**src/rtl/mem_bridge_if.sv**
```systemverilog
// mem_bridge_if: fetch/load-store request ports and word-addressed memory bus
interface mem_bridge_if;
  logic        ifu_reqValid;
  logic [31:0] ifu_addr;
  logic        ifu_respValid;
  logic [31:0] ifu_rdata;
  logic        ifu_err;
  logic        lsu_reqValid;
  logic [31:0] lsu_addr;
  logic [1:0]  lsu_size;
  logic        lsu_wen;
  logic [31:0] lsu_wdata;
  logic [3:0]  lsu_wmask;
  logic        lsu_respValid;
  logic [31:0] lsu_rdata;
  logic        lsu_err;
  logic        mem_reqValid;
  logic        mem_reqReady;
  logic [31:0] mem_addr;
  logic        mem_wen;
  logic [31:0] mem_wdata;
  logic [3:0]  mem_wstrb;
  logic        mem_respValid;
  logic [31:0] mem_rdata;
  modport master (
    input  ifu_reqValid, ifu_addr, lsu_reqValid, lsu_addr, lsu_size, lsu_wen, lsu_wdata, lsu_wmask,
           mem_reqReady, mem_respValid, mem_rdata,
    output ifu_respValid, ifu_rdata, ifu_err, lsu_respValid, lsu_rdata, lsu_err,
           mem_reqValid, mem_addr, mem_wen, mem_wdata, mem_wstrb
  );
  modport slave (
    output ifu_reqValid, ifu_addr, lsu_reqValid, lsu_addr, lsu_size, lsu_wen, lsu_wdata, lsu_wmask,
           mem_reqReady, mem_respValid, mem_rdata,
    input  ifu_respValid, ifu_rdata, ifu_err, lsu_respValid, lsu_rdata, lsu_err,
           mem_reqValid, mem_addr, mem_wen, mem_wdata, mem_wstrb
  );
endinterface

```
**src/rtl/mem_bridge.sv**
```systemverilog
// mem_bridge: arbitrates ifu/lsu requests onto one word bus, one transaction at a time
module mem_bridge #(
  parameter int unsigned TIMEOUT_CYCLES = 255,
  parameter bit          LSU_PRIORITY   = 1'b1
) (
  input logic          clock,
  input logic          reset,
  mem_bridge_if.master bus
);
  typedef enum logic [1:0] {IDLE, REQ, WAIT, RESP} state_t;
  state_t      state_q;
  logic        lsu_q, wen_q;
  logic [1:0]  off_q, size_q;
  logic [31:0] cnt_q;
  logic        ifu_resp_q, lsu_resp_q, ifu_err_q, lsu_err_q, mem_req_q, mem_wen_q;
  logic [31:0] ifu_rdata_q, lsu_rdata_q, mem_addr_q, mem_wdata_q;
  logic [3:0]  mem_wstrb_q;
  logic        grant_lsu_d, misaligned_d, timeout_d;
  logic [31:0] req_addr_d, shifted_d, rdata_d;

  assign bus.ifu_respValid = ifu_resp_q;
  assign bus.ifu_rdata     = ifu_rdata_q;
  assign bus.ifu_err       = ifu_err_q;
  assign bus.lsu_respValid = lsu_resp_q;
  assign bus.lsu_rdata     = lsu_rdata_q;
  assign bus.lsu_err       = lsu_err_q;
  assign bus.mem_reqValid  = mem_req_q;
  assign bus.mem_addr      = mem_addr_q;
  assign bus.mem_wen       = mem_wen_q;
  assign bus.mem_wdata     = mem_wdata_q;
  assign bus.mem_wstrb     = mem_wstrb_q;

  // grant selection, alignment check, right-aligned read data and timeout detect
  always_comb begin
    grant_lsu_d  = bus.lsu_reqValid && (LSU_PRIORITY || !bus.ifu_reqValid);
    req_addr_d   = grant_lsu_d ? bus.lsu_addr : bus.ifu_addr;
    misaligned_d = grant_lsu_d ? (bus.lsu_size == 2'd3 || (bus.lsu_size == 2'd1 && req_addr_d[0]) ||
                                  (bus.lsu_size == 2'd2 && |req_addr_d[1:0])) : |req_addr_d[1:0];
    shifted_d    = bus.mem_rdata >> {off_q, 3'b000};
    rdata_d      = !lsu_q ? bus.mem_rdata : wen_q ? 32'd0 :
                   size_q == 2'd0 ? {24'd0, shifted_d[7:0]} :
                   size_q == 2'd1 ? {16'd0, shifted_d[15:0]} : shifted_d;
    timeout_d    = TIMEOUT_CYCLES != 0 && cnt_q == TIMEOUT_CYCLES - 1;
  end

  // transaction FSM; every output is a register updated here
  always_ff @(posedge clock or negedge reset) begin
    if (!reset) begin
      state_q     <= IDLE;
      lsu_q       <= 1'b0;
      wen_q       <= 1'b0;
      off_q       <= 2'd0;
      size_q      <= 2'd0;
      cnt_q       <= 32'd0;
      ifu_resp_q  <= 1'b0;
      lsu_resp_q  <= 1'b0;
      ifu_err_q   <= 1'b0;
      lsu_err_q   <= 1'b0;
      ifu_rdata_q <= 32'd0;
      lsu_rdata_q <= 32'd0;
      mem_req_q   <= 1'b0;
      mem_addr_q  <= 32'd0;
      mem_wen_q   <= 1'b0;
      mem_wdata_q <= 32'd0;
      mem_wstrb_q <= 4'd0;
    end else begin
      case (state_q)
        IDLE: if (bus.ifu_reqValid || bus.lsu_reqValid) begin
          lsu_q       <= grant_lsu_d;
          wen_q       <= grant_lsu_d && bus.lsu_wen;
          off_q       <= req_addr_d[1:0];
          size_q      <= bus.lsu_size;
          mem_addr_q  <= {req_addr_d[31:2], 2'b00};
          mem_wen_q   <= grant_lsu_d && bus.lsu_wen;
          mem_wdata_q <= bus.lsu_wdata;
          mem_wstrb_q <= grant_lsu_d && bus.lsu_wen ? bus.lsu_wmask << req_addr_d[1:0] : 4'd0;
          mem_req_q   <= !misaligned_d;
          ifu_resp_q  <= misaligned_d && !grant_lsu_d;
          ifu_err_q   <= misaligned_d && !grant_lsu_d;
          lsu_resp_q  <= misaligned_d && grant_lsu_d;
          lsu_err_q   <= misaligned_d && grant_lsu_d;
          state_q     <= misaligned_d ? RESP : REQ;
        end
        REQ: if (bus.mem_reqReady) begin
          mem_req_q <= 1'b0;
          cnt_q     <= 32'd0;
          state_q   <= WAIT;
        end
        WAIT: if (bus.mem_respValid || timeout_d) begin
          state_q     <= RESP;
          ifu_resp_q  <= !lsu_q;
          lsu_resp_q  <= lsu_q;
          ifu_err_q   <= !lsu_q && !bus.mem_respValid;
          lsu_err_q   <= lsu_q && !bus.mem_respValid;
          ifu_rdata_q <= !lsu_q && bus.mem_respValid ? rdata_d : 32'd0;
          lsu_rdata_q <= lsu_q && bus.mem_respValid ? rdata_d : 32'd0;
        end else begin
          cnt_q <= cnt_q + 32'd1;
        end
        RESP: begin
          state_q     <= IDLE;
          ifu_resp_q  <= 1'b0;
          lsu_resp_q  <= 1'b0;
          ifu_err_q   <= 1'b0;
          lsu_err_q   <= 1'b0;
          ifu_rdata_q <= 32'd0;
          lsu_rdata_q <= 32'd0;
        end
        default: state_q <= IDLE;
      endcase
    end
  end
endmodule

```
**src/flat_wrapper.sv**
```systemverilog
// flat-port wrapper written by rule: the top's interface ports become plain ports
module mem_bridge_flat 
#(
  parameter int unsigned TIMEOUT_CYCLES = 255,
  parameter bit          LSU_PRIORITY   = 1'b1
)
  (clock, reset, bus_ifu_reqValid, bus_ifu_addr, bus_lsu_reqValid, bus_lsu_addr, bus_lsu_size, bus_lsu_wen, bus_lsu_wdata, bus_lsu_wmask, bus_mem_reqReady, bus_mem_respValid, bus_mem_rdata, bus_ifu_respValid, bus_ifu_rdata, bus_ifu_err, bus_lsu_respValid, bus_lsu_rdata, bus_lsu_err, bus_mem_reqValid, bus_mem_addr, bus_mem_wen, bus_mem_wdata, bus_mem_wstrb);
  mem_bridge_if bus_i ();
  input logic clock;
  input logic reset;
  input wire logic [$bits(bus_i.ifu_reqValid)-1:0] bus_ifu_reqValid;
  input wire logic [$bits(bus_i.ifu_addr)-1:0] bus_ifu_addr;
  input wire logic [$bits(bus_i.lsu_reqValid)-1:0] bus_lsu_reqValid;
  input wire logic [$bits(bus_i.lsu_addr)-1:0] bus_lsu_addr;
  input wire logic [$bits(bus_i.lsu_size)-1:0] bus_lsu_size;
  input wire logic [$bits(bus_i.lsu_wen)-1:0] bus_lsu_wen;
  input wire logic [$bits(bus_i.lsu_wdata)-1:0] bus_lsu_wdata;
  input wire logic [$bits(bus_i.lsu_wmask)-1:0] bus_lsu_wmask;
  input wire logic [$bits(bus_i.mem_reqReady)-1:0] bus_mem_reqReady;
  input wire logic [$bits(bus_i.mem_respValid)-1:0] bus_mem_respValid;
  input wire logic [$bits(bus_i.mem_rdata)-1:0] bus_mem_rdata;
  output wire logic [$bits(bus_i.ifu_respValid)-1:0] bus_ifu_respValid;
  output wire logic [$bits(bus_i.ifu_rdata)-1:0] bus_ifu_rdata;
  output wire logic [$bits(bus_i.ifu_err)-1:0] bus_ifu_err;
  output wire logic [$bits(bus_i.lsu_respValid)-1:0] bus_lsu_respValid;
  output wire logic [$bits(bus_i.lsu_rdata)-1:0] bus_lsu_rdata;
  output wire logic [$bits(bus_i.lsu_err)-1:0] bus_lsu_err;
  output wire logic [$bits(bus_i.mem_reqValid)-1:0] bus_mem_reqValid;
  output wire logic [$bits(bus_i.mem_addr)-1:0] bus_mem_addr;
  output wire logic [$bits(bus_i.mem_wen)-1:0] bus_mem_wen;
  output wire logic [$bits(bus_i.mem_wdata)-1:0] bus_mem_wdata;
  output wire logic [$bits(bus_i.mem_wstrb)-1:0] bus_mem_wstrb;
  assign bus_i.ifu_reqValid = bus_ifu_reqValid;
  assign bus_i.ifu_addr = bus_ifu_addr;
  assign bus_i.lsu_reqValid = bus_lsu_reqValid;
  assign bus_i.lsu_addr = bus_lsu_addr;
  assign bus_i.lsu_size = bus_lsu_size;
  assign bus_i.lsu_wen = bus_lsu_wen;
  assign bus_i.lsu_wdata = bus_lsu_wdata;
  assign bus_i.lsu_wmask = bus_lsu_wmask;
  assign bus_i.mem_reqReady = bus_mem_reqReady;
  assign bus_i.mem_respValid = bus_mem_respValid;
  assign bus_i.mem_rdata = bus_mem_rdata;
  assign bus_ifu_respValid = bus_i.ifu_respValid;
  assign bus_ifu_rdata = bus_i.ifu_rdata;
  assign bus_ifu_err = bus_i.ifu_err;
  assign bus_lsu_respValid = bus_i.lsu_respValid;
  assign bus_lsu_rdata = bus_i.lsu_rdata;
  assign bus_lsu_err = bus_i.lsu_err;
  assign bus_mem_reqValid = bus_i.mem_reqValid;
  assign bus_mem_addr = bus_i.mem_addr;
  assign bus_mem_wen = bus_i.mem_wen;
  assign bus_mem_wdata = bus_i.mem_wdata;
  assign bus_mem_wstrb = bus_i.mem_wstrb;
  mem_bridge #(.TIMEOUT_CYCLES(TIMEOUT_CYCLES), .LSU_PRIORITY(LSU_PRIORITY)) u_core (.clock(clock), .reset(reset), .bus(bus_i));
endmodule
```
**config.mk**
```make
export PLATFORM = sky130hd
export DESIGN_NAME = mem_bridge_flat
export DESIGN_NICKNAME = d
export VERILOG_FILES = /design/src/rtl/mem_bridge_if.sv /design/src/rtl/mem_bridge.sv /design/src/flat_wrapper.sv
export SDC_FILE = /design/constraint.sdc
export NUM_CORES = 1
export LEC_CHECK = 0
export CAP_MARGIN = 0
export CORE_UTILIZATION = 46
export DETAILED_ROUTE_END_ITERATION = 6
export PLACE_DENSITY_LB_ADDON = 0.25
export SLEW_MARGIN = 20
export SYNTH_ARGS = -nofsm -noshare
export SYNTH_HDL_FRONTEND = slang
export SYNTH_SLANG_ARGS = --single-unit
```
**constraint.sdc**
```tcl
create_clock -name clock -period 2.85 [get_ports clock]
set_input_delay 0.57 -clock clock [delete_from_list [all_inputs] [get_ports clock]]
set_output_delay 0.57 -clock clock [all_outputs]
set_load 0.05 [all_outputs]
```
After elaboration in Yosys (flattened, before gate mapping):

Cells that the tools add are included.

* add/sub/neg operators: 1
* equality and inequality tests: 12
* shift-type cells: 2
* mux-type cells: 34
* reductions and logical operators: 30

Operators with widths (count)
* 32-bit 2-to-1 mux: 11
* 32-bit one-hot mux with 2 select lines: 3
* 32-bit by 1-bit adder with 32-bit output (second input constant): 1
* 32-bit by 8-bit equality test with 1-bit output (second input constant): 1
* 32-bit by 5-bit right shift with 32-bit output: 1
* 1-bit one-hot mux with 3 select lines: 4
* 3-bit AND reduction: 4
* 1-bit logical AND: 9
* 1-bit 2-to-1 mux: 9
* 2-bit equality test (second input constant): 4
* 2-bit 2-to-1 mux: 4
* 2-bit one-hot mux with 4 select lines: 1
* 2-bit by 1-bit equality test with 1-bit output (second input constant): 3
* 2-bit nonzero test: 3
* 1-bit logical NOT: 4
* 2-bit logical NOT: 2
* 1-bit logical OR: 4
* 4-bit 2-to-1 mux: 1
* 2-bit by 1-bit inequality test with 1-bit output (second input constant): 2
* 2-bit inequality test (second input constant): 2
* 2-bit AND reduction: 2
* 4-bit by 2-bit left shift with 4-bit output: 1
* 3-bit nonzero test: 1
* 1-bit one-hot mux with 2 select lines: 1
* 2-bit OR reduction: 1

* register bits: 175
* bits of input ports: 141
* output and inout port bits: 138
* logic and storage cells: 95

Logic depth before layout (Yosys ltp):

* depth in word-level cells: 8
* depth in mapped cells: 10
* depth with buffers taken out: 7

Worst setup path before layout:

OpenSTA, ideal clock, no wires.

* path kind: reg-to-reg
* from: register u_core.cnt_q[0]
* to: register u_core.lsu_rdata_q[4] (netlist: u_core.bus.lsu_rdata[4])
* library setup time: 122 ps
* arrival: 2134 ps
* required time: 2728 ps
* slack: 595 ps
* cell stages (with the launch flop): 10
* path buffers: 2
* period minus slack after synthesis: 2255 ps
* cell sequence: dfrtp_1 inv_1 ha_1 or4b_4 nor4_4 a21o_1 buf_4 o21ai_4 buf_2 a32o_1

* longest elaborated chain between the ends: 4

Ends and longest elaborated chain
* start, declared: RTL line mem_bridge.sv:14 `logic [31:0] cnt_q;`
* start signal, assigned: RTL line mem_bridge.sv:98 `cnt_q <= cnt_q + 32'd1;`
* 32-bit by 8-bit equality test with 1-bit output: RTL line mem_bridge.sv:43 `timeout_d = TIMEOUT_CYCLES != 0 && cnt_q == TIMEOUT_CYCLES - 1;`
* 1-bit logical OR: RTL line mem_bridge.sv:89 `WAIT: if (bus.mem_respValid || timeout_d) begin`
* 2-bit by 1-bit inequality test with 1-bit output (no source line)
* 2-bit AND reduction (no source line)
* end signal, assigned: RTL line mem_bridge.sv:96 `lsu_rdata_q <= lsu_q && bus.mem_respValid ? rdata_d : 32'd0;`
* end, declared: RTL line mem_bridge.sv:16 `logic [31:0] ifu_rdata_q, lsu_rdata_q, mem_addr_q, mem_wdata_q;`

No other way between the ends.
A chain may end at the register's enable or synchronous reset.

Worst setup path after layout:

* from: register u_core.cnt_q[0]
* to: register u_core.lsu_rdata_q[15] (netlist: u_core.bus.lsu_rdata[15])

Same word-level chain as after synthesis.

==> results.cfg <==
[global_route]
antenna_found_initial = 1
grt_first_pass_wirelength_um = 38300
grt_pass1_vias = 7109
grtUsageTotal_pct = 26.9
overflow = 0
grt_max_degree = 83

[detailed_routing]
post_drt_wl_per_cell_um = 18.4
vias = 7317
first_iter_violations = 491
drc = 0
routed_wl_um = 24300
viasPerCell = 5.54
dr.pass1.iters = 5
ant_nets = 0

[clock_network]
cts_buffers = 17
htreeDepth = 4
cts_resized = 0
post_cts_buffers = 0
cts_hold_buf = 0
clk_latency_ns = 0.43
cts_sinks = 175
clockRootBuffer = clkbuf_16
clockBufferDepth = 2
cts.clk_slew.worst_paths_ns = 0.07
tritoncts = built

[setup_path]
r2r_start = u_core.cnt_q[0]$_DFFE_PN0P_
path_delay_family = simple AND/OR/NAND/NOR gates
r2r_end = u_core.bus.lsu_rdata[15]$_DFFE_PN0P_
worst_setup_path_start_kind = register
crit_required_ns = 3.16
worstPathArrival_ns = 2.86
crit_chain = inv_1 > ha_1 > or4b_4 > nor4_4 > a21o_1 > o21ai_4 > buf_4 > a22o_1
reg2reg_depth = 8
path_class = reg2reg
cp_slowest_cell = or4b_4
path_buf_inv = 2
regToRegSetupSlack_ns = 0.30
end_kind = register
cp_slowest_stage_delay_ns = 0.46
worst-path-max-fanout = 26

[worst_hold_path]
hold_class = in2async

[floorplanning]
rows = 48
core-area_um2 = 17500
die_y_um = 137
initial_core_util_pct = 47.7
io-pin-count = 279
die_area_um2 = 18700
die_x_um = 137

[logic_synthesis]
yosysTopAreaCell = dfrtp_1
synth_top_area_share_pct = 52.5
synth.most_common_cell = nand2_1
ys.flop_type = dfrtp_1
syn_inst = 820
ys_async_sr_fraction_pct = 100
yosys-top-cells-count = nand2_1 (186), dfrtp_1 (175), mux2i_1 (59)
ys_seq_area_share_pct = 52.5
syn_area_um2 = 8340
ys_types = 55
avgSynthCellArea_um2 = 10.2
synth_edf_count = 0
synth.area.top_cells = dfrtp_1 (53%), nand2_1 (8.4%), mux2i_1 (7.1%)
ys_ff_latch = 175
ys_warn_count = 0

[flow_run]
cap_violations = 0

[layout]
layout.nets = 1230
finalNonFillerCells = 1321
drive_above_1_share_pct = 6.39
multi_input_area_um2 = 3650
area_delta_synth_final_pct = 43.4
fillerInstances = 1346
area.sequential_um2 = 4380

[power_and_ir_drop]
p_per_area_nw_per_um2 = 1150
power_leakage_nw = 5.29
ir_drop_uv = 929

[sta]
fin_crit_sh_pct = 89.4
skew_ns = 0.00947
worst_pin_slew_ns = 0.860
setup_violations = 0
hold_viol_final = 0
finalSetupTns_ns = 0
max_freq_mhz = 393
hold_slack_ns = 0.0759
grt_setup_unrepaired = no
fin_crit_ns = 2.55
drv_slew = 0
worst_slew_margin_rel_pct = 42.7

[placement]
placedCellCount = 1289
io_buffers = 276
gp_congestion = 0.853
dp_hpwl_um = 18100

[run_status]
status = completed
## routing by layer
layer / GRT usage [%] / vias up / wire length [um]
met5: 0 / - / 0
met4: 9.94 / 0 / 605
met3: 7.70 / 45 / 1910
met2: 42.2 / 303 / 11800
met1: 35.2 / 3490 / 10000
li1: - / 3479 / -
## stage by stage
step / worst slack [ns] / power (mW) / utilization [%] / instance area [um^2]
global route: 0.132 / 14.4 / 68.4 / 12000
finish: 0.303 / 13.7 / 68.4 / 12000
floorplan: 0.595 / 8.84 / - / 8340
detailed placement: 0.311 / 11.4 / 65.0 / 11400
CTS: 0.304 / 13.8 / 68.4 / 11900
global placement: 0.374 / 11.2 / 65.0 / 11400
## how the worst max path moves through the flow
stage / from / to / slack, ns / depth (start not counted)
2_1_floorplan: u_core.cnt_q[0]$_DFFE_PN0P_ / u_core.bus.lsu_rdata[4]$_DFFE_PN0P_ / 0.59 / 9
3_3_place_gp: u_core.cnt_q[0]$_DFFE_PN0P_ / u_core.bus.ifu_rdata[24]$_DFFE_PN0P_ / 0.37 / 8
3_5_place_dp: u_core.cnt_q[0]$_DFFE_PN0P_ / u_core.bus.ifu_rdata[23]$_DFFE_PN0P_ / 0.31 / 8
4_1_cts: u_core.cnt_q[0]$_DFFE_PN0P_ / u_core.bus.lsu_rdata[15]$_DFFE_PN0P_ / 0.30 / 8
5_1_grt: u_core.cnt_q[0]$_DFFE_PN0P_ / u_core.bus.lsu_rdata[15]$_DFFE_PN0P_ / 0.13 / 8
6_report: u_core.cnt_q[0]$_DFFE_PN0P_ / u_core.bus.lsu_rdata[15]$_DFFE_PN0P_ / 0.30 / 8
## worst reg2reg max path, stage by stage (launching register included)
cell	delay, ns
dfrtp_1	0.42
inv_1	0.11
ha_1	0.14
or4b_4	0.46
nor4_4	0.34
a21o_1	0.23
o21ai_4	0.18
buf_4	0.29
a22o_1	0.27
## placed cells by master, fill, tap and decap left out, types with 4 or more instances in the layout
cell,Yosys,routed
clkdlybuf4s50_1,0,274
nand2_1,186,186
dfrtp_1,175,175
mux2i_1,59,59
o21ai_0,57,57
a22o_1,54,54
nand3_1,18,18
clkbuf_16,0,17
buf_4,4,17
inv_1,15,15
nor2_1,15,14
nand4_1,14,14
or3_1,12,12
a211o_1,11,11
nor3_1,10,10
a21oi_1,10,10
nor2b_1,11,10
a32o_1,9,9
o2bb2ai_1,8,8
and4_1,7,7
nand4b_1,7,7
nand3b_1,6,6
nand2b_1,6,6
nor4_1,6,6
o211ai_1,6,6
ha_1,6,6
mux2_2,5,5
or4_1,5,5
and2_1,5,5
buf_12,0,5
nor4b_1,4,4
a221o_1,4,4
nor3b_1,4,4
## area by class of cell
cell class,instances,area share (%)
inverters,15,0.471
flip-flops and latches,175,36.6
diodes,1,0.0209
repair buffers,298,25.0
well taps,225,2.36
multi-input cells,576,30.5
clock buffers,18,3.67
clock inverters,13,1.30
## kinds of logic (layout without fill, tap and decap cells)
family / Yosys count / count (layout) / synth area share, %
AND/OR/NAND/NOR: 326 / 326 / 19.2
AO/OA/AOI/OAI: 178 / 178 / 15.7
flip-flops: 175 / 175 / 52.5
buffers and inverters: 70 / 344 / 3.90
multiplexers: 64 / 64 / 7.76
adder cells (fa/ha/maj): 6 / 6 / 0.901
other: 1 / 3 / 0.0450
## report_power, final
group          switching (mW)  total [mW]  internal (mW)
clock                    1.03        2.36           1.33
combinational            4.69        7.17           2.48
sequential              0.764        4.16           3.40
## flip-flops by register name, summed over array words and instances (netlist names)
register,cells
u_core.bus.ifu_err,1
u_core.bus.ifu_rdata,32
u_core.bus.ifu_respValid,1
u_core.bus.lsu_err,1
u_core.bus.lsu_rdata,32
u_core.bus.lsu_respValid,1
u_core.bus.mem_addr,30
u_core.bus.mem_reqValid,1
u_core.bus.mem_wdata,32
u_core.bus.mem_wen,1
u_core.bus.mem_wstrb,4
u_core.cnt_q,32
u_core.lsu_q,1
u_core.off_q,2
u_core.size_q,2
u_core.state_q,2
Note: power is estimated with default switching activity, not from simulation.
==> patch (same settings) <==
`LSU_PRIORITY` is set to 1'b1 in 2 places; all go to 1'b0.
--- a/src/rtl/mem_bridge.sv
+++ b/src/rtl/mem_bridge.sv
@@ -2,5 +2,5 @@
 module mem_bridge #(
   parameter int unsigned TIMEOUT_CYCLES = 255,
-  parameter bit          LSU_PRIORITY   = 1'b1
+  parameter bit          LSU_PRIORITY   = 1'b0
 ) (
   input logic          clock,
--- a/src/flat_wrapper.sv
+++ b/src/flat_wrapper.sv
@@ -3,5 +3,5 @@
 #(
   parameter int unsigned TIMEOUT_CYCLES = 255,
-  parameter bit          LSU_PRIORITY   = 1'b1
+  parameter bit          LSU_PRIORITY   = 1'b0
 )
   (clock, reset, bus_ifu_reqValid, bus_ifu_addr, bus_lsu_reqValid, bus_lsu_addr, bus_lsu_size, bus_lsu_wen, bus_lsu_wdata, bus_lsu_wmask, bus_mem_reqReady, bus_mem_respValid, bus_mem_rdata, bus_ifu_respValid, bus_ifu_rdata, bus_ifu_err, bus_lsu_respValid, bus_lsu_rdata, bus_lsu_err, bus_mem_reqValid, bus_mem_addr, bus_mem_wen, bus_mem_wdata, bus_mem_wstrb);
Formal check against the unedited RTL: not equivalent (Yosys sat finds a counterexample within 4 cycles, from zero or initial values and one cycle with reset low).
==> patch against the unedited design <==
- utilization increased by 1.2 points
- sequential cell count unchanged
- total power is 1.8% lower
- sequential power is 5% lower
- final cell count decreased by 7.8%
- wire length down 7.8%
- setup slack gained 0.083 ns
- final area decreased by 2.1%
- area after synthesis shrank 3.6%
- sequential share of layout area is 0.78 points higher
- first-iteration DRC count shrank 33%
==> patch: results (changes against the unedited design) <==
Routing
  • WL met3: 1570 µm (was 1910 µm)
  • DR vias: 6624 (was 7317)
  • Met2 wire len: 11300 µm (was 11800 µm)
  • DRT met1 WL: 9140 µm (was 10000 µm)
  • Drt wl/cell: 18.4 µm (about the same)
  • Initial DRC Count: 330 (was 491)

Finish
  • # nets final: 1132 (was 1230)
  • Layout cells sized above 1: 11.1% (was 6.39%)
  • Ant diodes: 0 (was 1)
  • Fill count: 1331 (was 1346)

Synth
  • Top post-synthesis cells by count: dfrtp_1 (175), nand2_1 (75), o21ai_0 (62), mux2i_1 (54), a22o_1 (49) (was nand2_1 (186), dfrtp_1 (175), mux2i_1 (59), o21ai_0 (57), a22o_1 (54))
  • Top cells by area, synth: dfrtp_1 (54%), mux2i_1 (6.7%), mux2_2 (6.0%) (was dfrtp_1 (53%), nand2_1 (8.4%), mux2i_1 (7.1%))

Global route
  • First-pass GRT wire length: 35300 µm (was 38300 µm)
  • Vias in the first global route: 6377 (was 7109)
  • All-Layer GR Usage: 25.9% (was 26.9%)
  • Antenna violations before repair: 0 (was 1)
  • Largest net degree at the start of global routing: 68 (was 83)

Worst setup path
  • Critical Path End: u_core.bus.ifu_rdata[22]$_DFFE_PN0P_ (was u_core.bus.lsu_rdata[15]$_DFFE_PN0P_)
  • Critical path arrival: 2.78 ns (was 2.86 ns)
  • Critical path peak fanout: 64 (was 26)
  • Worst r2r path cells: 6 (was 8)
  • Reg2Reg Launch Point: u_core.cnt_q[24]$_DFFE_PN0P_ (was u_core.cnt_q[0]$_DFFE_PN0P_)
  • CP peak stage delay: 0.59 ns (was 0.46 ns)

Run status
  • Status: complete, no violations (unchanged)

Placed design
  • DPL Wire Length: 16800 µm (was 18100 µm)
  • Placer Congestion: 0.844 (was 0.853)

Timing
  • Relative slew slack: 51.0% (was 42.7%)
  • Clock Skew: 0.0159 ns (was 0.00947 ns)
-- patch: cells by family (layout without fill, tap and decap cells) --
group / after synthesis / in the layout / share of synthesized area (%)
compound gates: 173 / 173 / 14.6
flops: 175 / 175 / 54.5
other cells: 1 / 2 / 0.0466
buf+inv: 54 / 337 / 2.79
fa+ha+maj: 6 / 6 / 0.934
xor+xnor: 8 / 8 / 0.872
simple gates: 195 / 195 / 12.7
mux: 102 / 102 / 13.5
-- patch: cell type report --
class | instances | area share, %
Clock buffer | 18 | 3.75
Clock inverter | 14 | 1.30
Inverter | 9 | 0.289
Multi-Input combinational cell | 486 | 29.6
Sequential cell | 175 | 37.4
Tap cell | 220 | 2.35
Timing Repair Buffer | 296 | 25.3
-- patch: power by group --
group          switching, µW  internal, µW  total [µW]
registers                595          3360        3960
clock network           1050          1260        2310
logic                   4640          2550        7180
-- patch: metal layers --
| layer | GRT usage [%] | vias up |
|---|---|---|
| li1 | - | 3173 |
| met1 | 32.5 | 3206 |
| met2 | 42.9 | 222 |
| met3 | 7.48 | 23 |
| met4 | 8.86 | 0 |
| met5 | 0 | - |
-- patch: through the flow --
step | hold slack (ns) | setup WS [ns] | instance area (µm²) | instances
after global placement | 0.460 | 0.312 | 11100 | 1186
after CTS | 0.102 | 0.396 | 11700 | 1218
after detailed placement | 0.469 | 0.251 | 11100 | 1186
final | 0.0886 | 0.385 | 11700 | 1218
after global routing | 0.113 | 0.298 | 11700 | 1218
after floorplan | 0.274 | 0.577 | 8040 | 715
